`config.mk`:
```
export PLATFORM = sky130hd
export DESIGN_NAME = min_receive_fsm
export DESIGN_NICKNAME = d
export VERILOG_FILES = /design/src/rtl/min_receive_fsm.sv
export SDC_FILE = /design/constraint.sdc
export NUM_CORES = 1
export LEC_CHECK = 0
export ABC_AREA = 1
export CORE_AREA = 2 2 92 94
export CTS_BUF_LIST = sky130_fd_sc_hd__clkbuf_16
export DETAILED_ROUTE_END_ITERATION = 6
export DIE_AREA = 0 0 94 96
export MAX_ROUTING_LAYER = met4
export PLACE_DENSITY_LB_ADDON = 0.2
export RECOVER_POWER = 50
export SLEW_MARGIN = 40
export SYNTH_ARGS = -nofsm -noshare
export SYNTH_HDL_FRONTEND = slang
export SYNTH_SLANG_ARGS = --single-unit
```
`constraint.sdc`:
```
create_clock -name i_clk -period 2.2 [get_ports i_clk]
set_clock_uncertainty 0.05 [all_clocks]
set_input_delay 0.44 -clock i_clk [delete_from_list [all_inputs] [get_ports i_clk]]
set_output_delay 0.44 -clock i_clk [all_outputs]
set_load 0.02 [all_outputs]
```
`src/rtl/min_receive_fsm.sv`:
```
// rtl/min_receive_fsm.sv - MIN frame receiver: header sync, byte unstuffing, length/CRC/EOF checks.
// Optional CRC32 checking is built only when MIN_RX_CRC_CHECK_EN is defined.
module min_receive_fsm #(
  parameter int N_DATA_BYTE = 4
) (
  input  logic                     i_clk,
  input  logic                     i_rst_n,
  input  logic                     i_en,
  input  logic                     i_valid,
  input  logic [7:0]               i_data,
  output logic                     o_valid,
  output logic [7:0]               o_id,
  output logic [8*N_DATA_BYTE-1:0] o_data,
  output logic                     o_crc_err,
  output logic                     o_frame_err,
  output logic                     o_busy
);

  localparam int PW   = 8 * N_DATA_BYTE;
  localparam int MAXC = (N_DATA_BYTE > 4) ? N_DATA_BYTE : 4;
  localparam int CW   = $clog2(MAXC + 1);

  typedef enum logic [2:0] {
    ST_HDR,
    ST_ID,
    ST_LEN,
    ST_PAYLOAD,
    ST_CRC,
    ST_EOF
  } state_t;

  state_t        state;
  logic [1:0]    aa_cnt;
  logic [CW-1:0] byte_cnt;
  logic          len_bad;
  logic [7:0]    id_q;
  logic [PW-1:0] payload_q;
  logic          accept;
  logic          is_aa;
  logic          crc_good;

  assign accept = i_valid & i_en;
  assign is_aa  = (i_data == 8'hAA);
  assign o_busy = (state != ST_HDR);

`ifdef MIN_RX_CRC_CHECK_EN
  logic [31:0] crc_acc;
  logic [31:0] rx_crc;

  function automatic logic [31:0] crc32_byte(input logic [31:0] c, input logic [7:0] d);
    logic [31:0] r;
    r = c ^ {24'd0, d};
    for (int i = 0; i < 8; i++) begin
      r = r[0] ? ((r >> 1) ^ 32'hEDB88320) : (r >> 1);
    end
    return r;
  endfunction

  assign crc_good = ((crc_acc ^ 32'hFFFFFFFF) == rx_crc);
`else
  assign crc_good = 1'b1;
`endif

  always_ff @(posedge i_clk or negedge i_rst_n) begin
    if (!i_rst_n) begin
      state       <= ST_HDR;
      aa_cnt      <= '0;
      byte_cnt    <= '0;
      len_bad     <= 1'b0;
      id_q        <= '0;
      payload_q   <= '0;
      o_valid     <= 1'b0;
      o_crc_err   <= 1'b0;
      o_frame_err <= 1'b0;
      o_id        <= '0;
      o_data      <= '0;
`ifdef MIN_RX_CRC_CHECK_EN
      crc_acc     <= 32'hFFFFFFFF;
      rx_crc      <= '0;
`endif
    end else begin
      o_valid     <= 1'b0;
      o_crc_err   <= 1'b0;
      o_frame_err <= 1'b0;
      if (accept) begin
        if (state == ST_HDR) begin
          if (!is_aa) begin
            aa_cnt <= '0;
          end else if (aa_cnt == 2'd2) begin
            state    <= ST_ID;
            aa_cnt   <= '0;
            byte_cnt <= '0;
            len_bad  <= 1'b0;
`ifdef MIN_RX_CRC_CHECK_EN
            crc_acc  <= 32'hFFFFFFFF;
`endif
          end else begin
            aa_cnt <= aa_cnt + 2'd1;
          end
        end else if (state == ST_EOF) begin
          if (i_data != 8'h55) begin
            o_frame_err <= 1'b1;
          end else if (crc_good) begin
            o_valid <= 1'b1;
            o_id    <= id_q;
            o_data  <= payload_q;
          end else begin
            o_crc_err <= 1'b1;
          end
          state  <= ST_HDR;
          aa_cnt <= '0;
        end else if (aa_cnt == 2'd2) begin
          // Byte after two raw 0xAA in the body: stuff byte, header restart or corruption.
          aa_cnt <= '0;
          if (is_aa) begin
            state    <= ST_ID;
            byte_cnt <= '0;
            len_bad  <= 1'b0;
`ifdef MIN_RX_CRC_CHECK_EN
            crc_acc  <= 32'hFFFFFFFF;
`endif
          end else if (i_data != 8'h55 || len_bad) begin
            o_frame_err <= 1'b1;
            state       <= ST_HDR;
            len_bad     <= 1'b0;
          end else if (state == ST_CRC && byte_cnt == CW'(4)) begin
            state <= ST_EOF;
          end
        end else begin
          aa_cnt <= is_aa ? aa_cnt + 2'd1 : 2'd0;
          case (state)
            ST_ID: begin
              id_q  <= i_data;
              state <= ST_LEN;
`ifdef MIN_RX_CRC_CHECK_EN
              crc_acc <= crc32_byte(crc_acc, i_data);
`endif
            end
            ST_LEN: begin
              // A bad 0xAA length is held back: it may be the start of a restart header.
              if (len_bad || i_data != 8'(N_DATA_BYTE)) begin
                if (is_aa) begin
                  len_bad <= 1'b1;
                end else begin
                  o_frame_err <= 1'b1;
                  state       <= ST_HDR;
                  len_bad     <= 1'b0;
                  aa_cnt      <= '0;
                end
              end else begin
                state    <= ST_PAYLOAD;
                byte_cnt <= '0;
`ifdef MIN_RX_CRC_CHECK_EN
                crc_acc  <= crc32_byte(crc_acc, i_data);
`endif
              end
            end
            ST_PAYLOAD: begin
              payload_q <= PW'({payload_q, i_data});
`ifdef MIN_RX_CRC_CHECK_EN
              crc_acc   <= crc32_byte(crc_acc, i_data);
`endif
              if (byte_cnt == CW'(N_DATA_BYTE - 1)) begin
                byte_cnt <= '0;
                state    <= ST_CRC;
              end else begin
                byte_cnt <= byte_cnt + CW'(1);
              end
            end
            ST_CRC: begin
`ifdef MIN_RX_CRC_CHECK_EN
              rx_crc <= {rx_crc[23:0], i_data};
`endif
              // If the CRC ends in AA AA, wait for its stuff byte before EOF.
              if (byte_cnt == CW'(3)) begin
                if (is_aa && aa_cnt == 2'd1) begin
                  byte_cnt <= CW'(4);
                end else begin
                  state <= ST_EOF;
                end
              end else begin
                byte_cnt <= byte_cnt + CW'(1);
              end
            end
            default: state <= ST_HDR;
          endcase
        end
      end
    end
  end

endmodule

```
**Yosys cells after proc, flatten, opt, wreduce, memory -nomap -nowiden**

Index checks and enable logic that the tools add are counted.

- Word-level logic and storage cells: 114
- Input port bits: 12
- Output and inout bits: 44
- Bits in registers: 91

- Add/subtract/negate cells: 2
- Bitwise gates (word level): 5
- Eq/ne operators: 24
- Muxes and demuxes: 58
- Reduce and logical (&&, ||, !) cells: 15

Operator list:

| operator | number |
|---|---|
| $mux W3 | 23 |
| $mux W1 | 24 |
| $mux W2 | 9 |
| $reduce_and A8 Y1 | 2 |
| $ne A4 B3 Y1 const B | 3 |
| $pmux W3 S4 | 1 |
| $reduce_and A5 Y1 | 2 |
| $eq A3 B2 Y1 const B | 3 |
| $eq A3 B3 Y1 const B | 3 |
| $pmux W3 S3 | 1 |
| $eq A8 B8 Y1 const B | 1 |
| $ne A4 B4 Y1 const B | 2 |
| $ne A8 B3 Y1 const B | 1 |
| $ne A8 B7 Y1 const B | 1 |
| $reduce_and A7 Y1 | 1 |
| $ne A3 B3 Y1 const B | 2 |
| $ne A5 B3 Y1 const B | 1 |
| $ne A5 B5 Y1 const B | 1 |
| $ne A2 B2 Y1 const B | 2 |
| $not A1 Y1 | 4 |
| $reduce_and A4 Y1 | 1 |
| $reduce_bool A2 Y1 | 2 |
| $reduce_bool A4 Y1 | 1 |
| $add A3 B1 Y3 const B | 1 |
| 10 further kinds | 12 |

**Depth between registers and ports, before layout**

Gate-level depths: netlist of run 1.

- Depth after elaboration: 8
- Depth in mapped cells: 12
- Mapped depth without buffers: 11

**Worst setup path before layout of run 1**

No wires, ideal clock.

- Path kind: reg2reg
- Start point: register aa_cnt[0]
- End point: register id_q[7]
- Setup slack: 0.597 ns
- Setup time: 0.119 ns
- Clock period less this slack: 1.603 ns
- Cell stages (with the launch flop): 11
- Data required time: 2.031 ns
- Arrival time: 1.434 ns
- Buffers on the path: 2
- Cell sequence: dfrtp_1 -> inv_1 -> ha_1 -> buf_2 -> inv_1 -> nand2_2 -> nor2_4 -> nand2_2 -> buf_6 -> nand2_2 -> o21ai_2

- Cells in the longest elaborated chain, start to end: 3

RTL lines:

| what | RTL line | text |
|---|---|---|
| start: declaration | 33 | `logic [1:0] aa_cnt;` |
| start signal: assignment | 98 | `aa_cnt <= aa_cnt + 2'd1;` |
| start signal: assignment | 130 | `aa_cnt <= is_aa ? aa_cnt + 2'd1 : 2'd0;` |
| $eq A2 B2 Y1 | 112 | `end else if (aa_cnt == 2'd2) begin` |
| $not A1 Y1 (no source line) | -- |  |
| $reduce_and A5 Y1 (no source line) | -- |  |
| end signal: assignment | 133 | `id_q <= i_data;` |
| end: declaration | 36 | `logic [7:0] id_q;` |

No other way between the ends.
A chain may end at the register's enable or synchronous reset.

**Worst setup path in the final report of run 1**

- Start point: input i_data[6]
- End point: register o_data[22]

- Cells in the longest elaborated chain, start to end: 3

RTL lines:

| what | RTL line | text |
|---|---|---|
| start: declaration | 10 | `input logic [7:0] i_data,` |
| $ne A8 B7 Y1 | 101 | `if (i_data != 8'h55) begin` |
| $not A1 Y1 (no source line) | -- |  |
| $reduce_and A4 Y1 (no source line) | -- |  |
| end signal: assignment | 106 | `o_data <= payload_q;` |
| end: declaration | 13 | `output logic [8*N_DATA_BYTE-1:0] o_data,` |

No other way between the ends.

==> results.py, run 1 <==
metrics = {
    "critical_path": {
        "crit_path_start_kind": "input pin",
        "crit_path_end_kind": "register",
        "cp.arrival_ns": 2.13,
        "cp.required_ns": 2.36,
        "crit_start": "i_data[6]",
        "crit_fanout": 21,
        "path_class": "input pin to register",
        "r2r-start": "aa_cnt[0]",
    },
    "global_routing": {
        "grt_use_met3": 0.0329,
        "grt_pass1_wl_mm": 14.4,
        "antenna_found_initial": 0,
        "grt_pass1_vias": 2990,
        "grt.total_usage": 0.212,
        "grt_util_met1": 0.262,
        "overflow": 0,
        "use_met2": 0.357,
        "grt_max_degree": 40,
        "top_usage_layer": "met2",
    },
    "synth": {
        "synthFlopType": "dfrtp_1",
        "synth.avg_cell_area_um2": 9.10,
        "ys_seq_area_frac": 0.532,
        "syn_inst": 470,
        "yosysMostFrequentCell": "nand2_1",
        "synth_top_area_frac": 0.532,
        "ys_seq_elements": 91,
        "synth_area_leaders": "dfrtp_1, nand2_1, o21ai_2",
        "synthTopCellsByCount": "nand2_1, dfrtp_1, inv_1, o21ai_2, nor2_1",
        "synth_edf_count": 0,
        "synth_area_mm2": 0.00428,
        "synth.distinct_cells": 30,
        "yosysWarnings": 0,
        "async_flop_share": 1.00,
        "syn_nets": 489,
        "yosys.area.top_type": "dfrtp_1",
    },
    "cells_and_area": {
        "syn_to_final_growth_pct": 21.9,
        "fin_area_mm2": 0.00521,
        "nets": 553,
        "postLayoutCoreUtil": 0.648,
        "antennaDiodeCount": 0,
        "drive_gt1_frac": 0.199,
        "fin_cells": 644,
        "nFillCells": 686,
    },
    "sta": {
        "rsz0062_at_grt": "no",
        "hold_violations": 0,
        "fmax_mhz": 507,
        "maxSlewHeadroom": 0.377,
        "report.final.slew_viol_count": 0,
        "min_period_over_period": 0.896,
        "setup_tns_ns": 0,
        "post-route-min-period_ns": 1.97,
        "tightestPinTransition_ns": 0.934,
        "setup_viol_count_final": 0,
    },
    "cts": {
        "post_cts_resized": 0,
        "tritoncts": "built",
        "root_buffer": "clkbuf_16",
        "ctsHtreeMaxLevel": 3,
        "cts_sinks": 91,
        "ctsHoldBuffers": 0,
        "path_clk_slew_ns": 0.07,
        "numCtsBuffers": 9,
        "clock_tree.buffer_depth": 2,
        "clk_latency_ns": 0.33,
        "post-cts-setup-buffers": 0,
    },
    "placed_design": {
        "dpl_cell_area_mm2": 0.00492,
        "hpwl_mm": 6.23,
        "port_buffers": 54,
        "gp_congestion": 0.849,
        "dp_cells": 628,
    },
    "hold_path": {
        "hold_path.class": "input pin to asynchronous set/reset pin",
    },
    "run": {
        "drv_cap": 0,
    },
    "detailed_routing": {
        "postRouteWirelength_mm": 8.35,
        "antenna_left": 0,
        "viasPerCell": 4.92,
        "drc": 0,
        "routedWlPerCell_um": 13.0,
        "via_count": 3168,
        "drtPass1Iterations": 4,
        "drt_iter0_markers": 140,
    },
    "floorplan": {
        "initial_core_util": 0.531,
        "ios": 56,
        "core_mm2": 0.00805,
        "rows": 33,
        "dieArea_mm2": 0.00902,
        "fp.dieH_um": 96,
        "die_w_um": 94,
    },
    "power_and_ir_drop": {
        "power_density_mw_per_mm2": 841,
        "ir_drop_mv": 0.640,
        "leakage_nw": 2.54,
    },
    "run_status": {
        "status": "completed",
    },
}
[routing by layer]
metal  wire length, um  vias up  part of all wire
met1              3590     1511              0.43
li1                  -     1593                 -
met3               259       10             0.031
met4               133        0             0.016
met2              4360       54              0.52
met5                 0        -                 0
[worst paths after layout]
path                                 endpoint  slack [ns]  cells past startpoint
worst min register to register        o_id[2]        0.42                      2
min in group i_clk                    o_id[2]        0.42                      2
worst max register to register  payload_q[29]        0.25                      9
worst max-delay path               o_data[22]        0.23                      9
worst min-delay path               o_data[21]        0.18                      1
max in group asynchronous             id_q[0]        0.62                      2
[power by group]
part | internal, mW | switching [mW]
clock | 1.00 | 0.648
sequential | 1.80 | 0.105
combinational | 0.282 | 0.547
total | 3.09 | 1.30
[cell type report]
cell class,count,area [um^2],share of cell area
clock inverters,7,98.8,0.0190
well taps,105,131,0.0252
flip-flops and latches,91,2280,0.437
inverters,57,214,0.0410
clock buffers,9,225,0.0432
multi-input cells,305,1610,0.309
repair buffers,70,658,0.126
[registers in the layout, indices dropped and copies added (netlist names)]
signal,count
o_data,32
payload_q,32
id_q,8
o_id,8
byte_cnt,3
state,3
aa_cnt,2
len_bad,1
o_frame_err,1
o_valid,1
[cell usage in the layout (no fill, tap or decap), types with 5 or more instances in the layout]
cell	synthesis	routed
nand2_1	162	163
dfrtp_1	91	91
inv_1	51	52
o21ai_2	50	50
clkdlybuf4s50_1	0	38
nor2_1	18	18
o21ai_1	15	15
dlygate4sd3_1	0	14
nand3_1	12	13
buf_4	4	11
nand2_2	10	9
clkbuf_16	0	9
nor2_2	7	7
ha_1	7	7
inv_2	5	5
[logic make-up after synthesis]
kind of cell | Yosys count | synth area share
buf+inv | 74 | 0.0898
compound gates | 73 | 0.131
simple gates | 224 | 0.225
other cells | 1 | 0.000877
flops | 91 | 0.532
fa+ha+maj | 7 | 0.0205
[stage by stage]
stage               hold WS [ns]  worst slack (ns)  total power [mW]
floorplan                 0.0944             0.597              2.53
global placement           0.390          0.000645              2.79
detailed placement         0.389            0.0169              2.79
CTS                       0.0312            0.0259              4.45
global route               0.249            0.0742              4.63
finish                     0.184             0.228              4.39
[critical path, stage by stage]
cell and delay (ns):
dlygate4sd3_1 0.63, nand2_1 0.08, nor2_1 0.14, nand2_1 0.11, inv_2 0.06, nand3_1 0.21, buf_4 0.30, nand2_1 0.11
o21ai_2 0.06
Note: power is estimated with default switching activity, not from simulation.
==> inputs of run 2 (changes only) <==
--- a/config.mk
+++ b/config.mk
@@ -6,10 +6,10 @@
 export NUM_CORES = 1
 export LEC_CHECK = 0
 export ABC_AREA = 1
-export CORE_AREA = 2 2 92 94
+export CORE_AREA = 2 2 96 98
 export CTS_BUF_LIST = sky130_fd_sc_hd__clkbuf_16
 export DETAILED_ROUTE_END_ITERATION = 6
-export DIE_AREA = 0 0 94 96
+export DIE_AREA = 0 0 98 100
 export MAX_ROUTING_LAYER = met4
 export PLACE_DENSITY_LB_ADDON = 0.2
 export RECOVER_POWER = 50
==> run 2 against run 1 <==
Effect of this change:
- sequential share of layout area is 0.20 points higher
- clock power down 9%
- sequential cell count is the same
- fmax up 3.5%
- power is 3.5% lower
- worst setup slack improved by 0.067 ns
- worst hold slack improved by 0.24 ns
- cell area decreased by 0.46%
- count of clock-buffer cells in the layout did not move
- critical endpoint is now o_id[0]
- largest power group unchanged
==> results.py, run 2 (same netlist as run 1, synthesis figures left out) <==
metrics = {
    "run_status": {
        "status": "completed",
    },
    "detailed_routing": {
        "antenna_left": 0,
        "routedWlPerCell_um": 13.0,
        "drt_iter0_markers": 143,
        "viasPerCell": 4.82,
        "via_count": 3118,
        "postRouteWirelength_mm": 8.39,
        "drc": 0,
        "drtPass1Iterations": 4,
    },
    "floorplan": {
        "initial_core_util": 0.481,
        "core_mm2": 0.00889,
        "die_w_um": 98,
        "rows": 35,
        "dieArea_mm2": 0.00980,
        "ios": 56,
        "fp.dieH_um": 100,
    },
    "hold_path": {
        "hold_path.class": "register to register",
        "whs_path_depth": 2,
    },
    "power_and_ir_drop": {
        "comb_power_share": 0.196,
        "ir_drop_mv": 0.476,
        "power_density_mw_per_mm2": 815,
        "netSwitchingFraction": 0.319,
        "leakage_nw": 2.50,
        "power_frac_seq": 0.449,
        "p_int_mw": 2.88,
        "p_switching_mw": 1.35,
        "p_clk_frac": 0.355,
    },
    "sta": {
        "setup_viol_count_final": 0,
        "min_period_over_period": 0.866,
        "fmax_mhz": 525,
        "maxSlewHeadroom": 0.333,
        "report.final.slew_viol_count": 0,
        "post-route-min-period_ns": 1.90,
        "rsz0062_at_grt": "no",
        "setup_tns_ns": 0,
        "tightestPinTransition_ns": 1.00,
        "holdWs_ns": 0.422,
        "hold_violations": 0,
    },
    "cells_and_area": {
        "final_cell_mix": "nand2_1, dfrtp_1, inv_1",
        "nets": 550,
        "syn_to_final_growth_pct": 21.3,
        "final_common_cell": "nand2_1",
        "drive_gt1_frac": 0.196,
        "antennaDiodeCount": 0,
        "postLayoutCoreUtil": 0.584,
        "reg.largest.list": "o_data: 32 flops, payload_q: 32 flops",
        "nFillCells": 822,
    },
    "critical_path": {
        "path_class": "input pin to register",
        "crit_fanout": 8,
        "crit_path_max_incr_delay_ns": 0.64,
        "path_buf_inv": 4,
        "crit_path_start_kind": "input pin",
        "slowest_stage": "dlygate4sd3_1",
        "reg2reg_depth": 9,
        "cpLargestDelayFamily": "buffers and inverters",
        "cp_num_cells": 10,
        "cp_cell_sequence": "dlygate4sd3_1 -> nand2_1 -> nor2_1 -> nand2_1 -> inv_1 -> nand3_2 -> clkinv_1 -> clkbuf_1 -> nand2_1 -> nand2_1",
        "crit_path_end_kind": "register",
        "cp.required_ns": 2.43,
        "cp_common_cell": "nand2_1",
        "cp.arrival_ns": 2.13,
    },
    "cts": {
        "clock_tree.buffer_depth": 2,
        "root_buffer": "clkbuf_16",
        "numCtsBuffers": 9,
        "clk_latency_ns": 0.34,
        "tritoncts": "built",
        "path_clk_slew_ns": 0.07,
        "post-cts-setup-buffers": 0,
        "ctsHtreeMaxLevel": 3,
        "cts_sinks": 91,
    },
    "global_routing": {
        "grt_pass1_vias": 3016,
        "grt_pass1_wl_mm": 14.3,
        "grt.total_usage": 0.188,
        "overflow": 0,
        "grt_max_degree": 76,
        "antenna_found_initial": 0,
    },
    "placed_design": {
        "hpwl_mm": 5.93,
        "gp_congestion": 0.888,
        "port_buffers": 54,
    },
    "run": {
        "drv_cap": 0,
    },
}
-- run 2: per-stage QoR --
| step | power, mW | setup slack [ns] | std cells | area [um^2] |
|---|---|---|---|---|
| after CTS | 4.29 | 0.0300 | 647 | 5200 |
| after floorplan | 2.53 | 0.597 | 470 | 4280 |
| after detailed placement | 2.77 | 0.0531 | 630 | 4900 |
| after global placement | 2.76 | 0.0690 | 630 | 4900 |
| final | 4.23 | 0.295 | 647 | 5190 |
| after global routing | 4.47 | 0.122 | 647 | 5190 |
-- run 2: tightest hold or removal path: cells and delay by family, from the launching register on --
family | cells | cell delay (ns)
flip-flops | 1 | 0.34
AND/OR/NAND/NOR | 2 | 0.10
-- run 2: layout make-up --
cell class | instances | area, um^2 | area share
Sequential cell | 91 | 2280 | 0.439
Multi-Input combinational cell | 305 | 1620 | 0.311
Inverter | 57 | 214 | 0.0412
Tap cell | 111 | 139 | 0.0268
Timing Repair Buffer | 67 | 649 | 0.125
Clock inverter | 7 | 68.8 | 0.0133
Clock buffer | 9 | 225 | 0.0434
-- run 2: path summary, 6_finish.rpt --
kind / startpoint / endpoint / slack [ns]
worst max-delay path: i_data[6] / o_id[0] / 0.30
worst min-delay path: o_data[29] / o_data[29] / 0.42
worst min register to register: o_data[29] / o_data[29] / 0.42
min in group asynchronous: i_rst_n / o_data[30] / 0.74
max in group asynchronous: i_rst_n / aa_cnt[1] / 0.44
worst max register to register: aa_cnt[0] / payload_q[4] / 0.33
-- run 2: per-layer routing --
layer,global-route usage,share of wire
met1,0.241,0.46
met2,0.306,0.49
met3,0.0258,0.026
met4,0.0769,0.021
met5,-,0
-- run 2: power by group through the flow --
stage	combinational (mW)	clock (mW)	sequential (mW)
after floorplan	0.621	0	1.91
after global placement	0.832	0	1.93
after detailed placement	0.843	0	1.93
after CTS	0.851	1.54	1.90
after global routing	0.953	1.60	1.92
final	0.830	1.50	1.90
-- run 2: repair_timing --
item                                   in CTS  in global routing
endpoints found under the hold margin      16                  0
setup endpoints to repair                   0                  1
resized for setup                           0                  1
hold buffers                                1                  0
==> inputs of run 3 (changes only) <==
--- a/config.mk
+++ b/config.mk
@@ -10,6 +10,7 @@
 export CTS_BUF_LIST = sky130_fd_sc_hd__clkbuf_16
 export DETAILED_ROUTE_END_ITERATION = 6
 export DIE_AREA = 0 0 98 100
+export GPL_TIMING_DRIVEN = 0
 export MAX_ROUTING_LAYER = met4
 export PLACE_DENSITY_LB_ADDON = 0.2
 export RECOVER_POWER = 50
==> run 3 against run 2 <==
Effect of this change:
- sequential power about the same
- critical path depth increased by 1
- die area unchanged
- largest power group unchanged
- largest cell class unchanged
==> results.py, run 3 (same netlist as run 1, synthesis figures left out) <==
metrics = {
    "cells_and_area": {
        "nets": 556,
        "antennaDiodeCount": 0,
        "syn_to_final_growth_pct": 23.3,
        "final_common_cell": "nand2_1",
        "fin_cells": 653,
        "drive_gt1_frac": 0.210,
        "reg.largest.list": "o_data: 32 flops, payload_q: 32 flops",
        "final_cell_mix": "nand2_1, dfrtp_1, inv_1",
    },
    "cts": {
        "clock_tree.buffer_depth": 2,
        "cts_sinks": 91,
        "numCtsBuffers": 9,
        "path_clk_slew_ns": 0.07,
        "tritoncts": "built",
        "ctsHtreeMaxLevel": 3,
        "post-cts-setup-buffers": 0,
        "root_buffer": "clkbuf_16",
        "clk_latency_ns": 0.34,
    },
    "power_and_ir_drop": {
        "ir_drop_mv": 0.532,
        "leakage_nw": 2.57,
        "power_mw": 4.26,
        "power_density_mw_per_mm2": 809,
    },
    "global_routing": {
        "grt_pass1_vias": 3150,
        "antenna_found_initial": 0,
        "grt.total_usage": 0.201,
        "overflow": 0,
        "grt_max_degree": 55,
        "grt_pass1_wl_mm": 15.2,
    },
    "sta": {
        "min_period_over_period": 0.866,
        "rsz0062_at_grt": "no",
        "fmax_mhz": 525,
        "holdWs_ns": 0.420,
        "hold_violations": 0,
        "tightestPinTransition_ns": 0.960,
        "maxSlewHeadroom": 0.360,
        "layout_setup_ws_ns": 0.295,
        "report.final.slew_viol_count": 0,
        "setup_viol_count_final": 0,
        "post-route-min-period_ns": 1.90,
    },
    "detailed_routing": {
        "drtPass1Iterations": 4,
        "drc": 0,
        "antenna_left": 0,
        "postRouteWirelength_mm": 8.93,
        "drt_iter0_markers": 79,
        "viasPerCell": 4.87,
        "via_count": 3178,
        "routedWlPerCell_um": 13.7,
    },
    "critical_path": {
        "cp.arrival_ns": 2.09,
        "path_class": "input pin to register",
        "cp_cell_sequence": "clkdlybuf4s50_1 -> inv_1 -> nand2_1 -> nor2_1 -> nand2_1 -> inv_2 -> nand3_2 -> clkinv_1 -> buf_4 -> nand2_1 -> nand2_1",
        "cp.required_ns": 2.39,
        "crit_path_max_incr_delay_ns": 0.53,
        "r2r-start": "aa_cnt[0]",
        "slowest_stage": "clkdlybuf4s50_1",
        "crit_path_end_kind": "register",
        "cp_common_cell": "nand2_1",
        "path_buf_inv": 5,
        "cpLargestDelayFamily": "buffers and inverters",
        "crit_path_start_kind": "input pin",
        "r2r_end": "id_q[7]",
        "reg2reg_depth": 10,
        "crit_fanout": 10,
        "reg2reg_slack_ns": 0.36,
    },
    "floorplan": {
        "rows": 35,
        "fp.dieH_um": 100,
        "dieArea_mm2": 0.00980,
        "ios": 56,
        "core_mm2": 0.00889,
        "initial_core_util": 0.481,
        "die_w_um": 98,
    },
    "placed_design": {
        "dp_cells": 636,
        "pre_cts_slack_ns": -0.0308,
        "hpwl_mm": 6.61,
        "gp_congestion": 0.940,
        "port_buffers": 54,
    },
    "hold_path": {
        "holdPathEnd": "o_id[3]",
        "whs_path_depth": 2,
        "min_from": "o_id[3]",
        "hold_path.class": "register to register",
    },
    "run_status": {
        "status": "completed",
    },
    "run": {
        "drv_cap": 0,
    },
}
## run 3: metal layers
layer / global-route usage / vias to the layer above / wire length, um / part of all wire
met5: - / - / 0 / 0
met4: 0.0812 / 0 / 189 / 0.021
met3: 0.0404 / 15 / 308 / 0.035
met2: 0.330 / 61 / 4520 / 0.51
met1: 0.247 / 1504 / 3910 / 0.44
li1: - / 1598 / - / -
## run 3: per-stage QoR
step | util | setup TNS [ns] | instance area [um^2]
finish | 0.593 | 0 | 5270
global route | 0.593 | 0 | 5270
CTS | 0.595 | 0 | 5290
detailed placement | 0.561 | -0.221 | 4990
global placement | 0.558 | -244.37 | 4960
floorplan | - | 0 | 4280
## run 3: cell type report
class | count | area [um^2]
Multi-Input combinational cell | 305 | 1620
Fill cell | 788 | 3620
Timing Repair Buffer | 56 | 559
Tap cell | 111 | 139
Sequential cell | 91 | 2280
Clock buffer | 9 | 225
Buffer | 17 | 170
Clock inverter | 7 | 71.3
Inverter | 57 | 214
## run 3: how the worst max path moves through the flow
stage	startpoint	end	cells after the start
after detailed placement	i_data[5]	o_id[5]	11
final	i_data[7]	o_id[1]	11
after CTS	state[2]	o_busy	3
after global routing	i_rst_n	payload_q[0]	3
after global placement	i_rst_n	o_data[1]	1
after floorplan	aa_cnt[0]	id_q[7]	10
## run 3: worst min-delay path, cell delays in order (launching register included)
cell and delay, ns:
dfrtp_1 0.34, nand2_1 0.05, nand2_1 0.05
## run 3: repair_timing
| action | CTS | global route |
|---|---|---|
| resized for setup | 0 | 1 |
| hold buffers | 1 | 0 |
| setup endpoints to repair | 0 | 1 |
| hold endpoints to repair | 37 | 0 |
## run 3: report_power, final
part / internal [mW] / switching, mW
Clock: 0.797 / 0.716
Combinational: 0.289 / 0.557
Sequential: 1.80 / 0.105
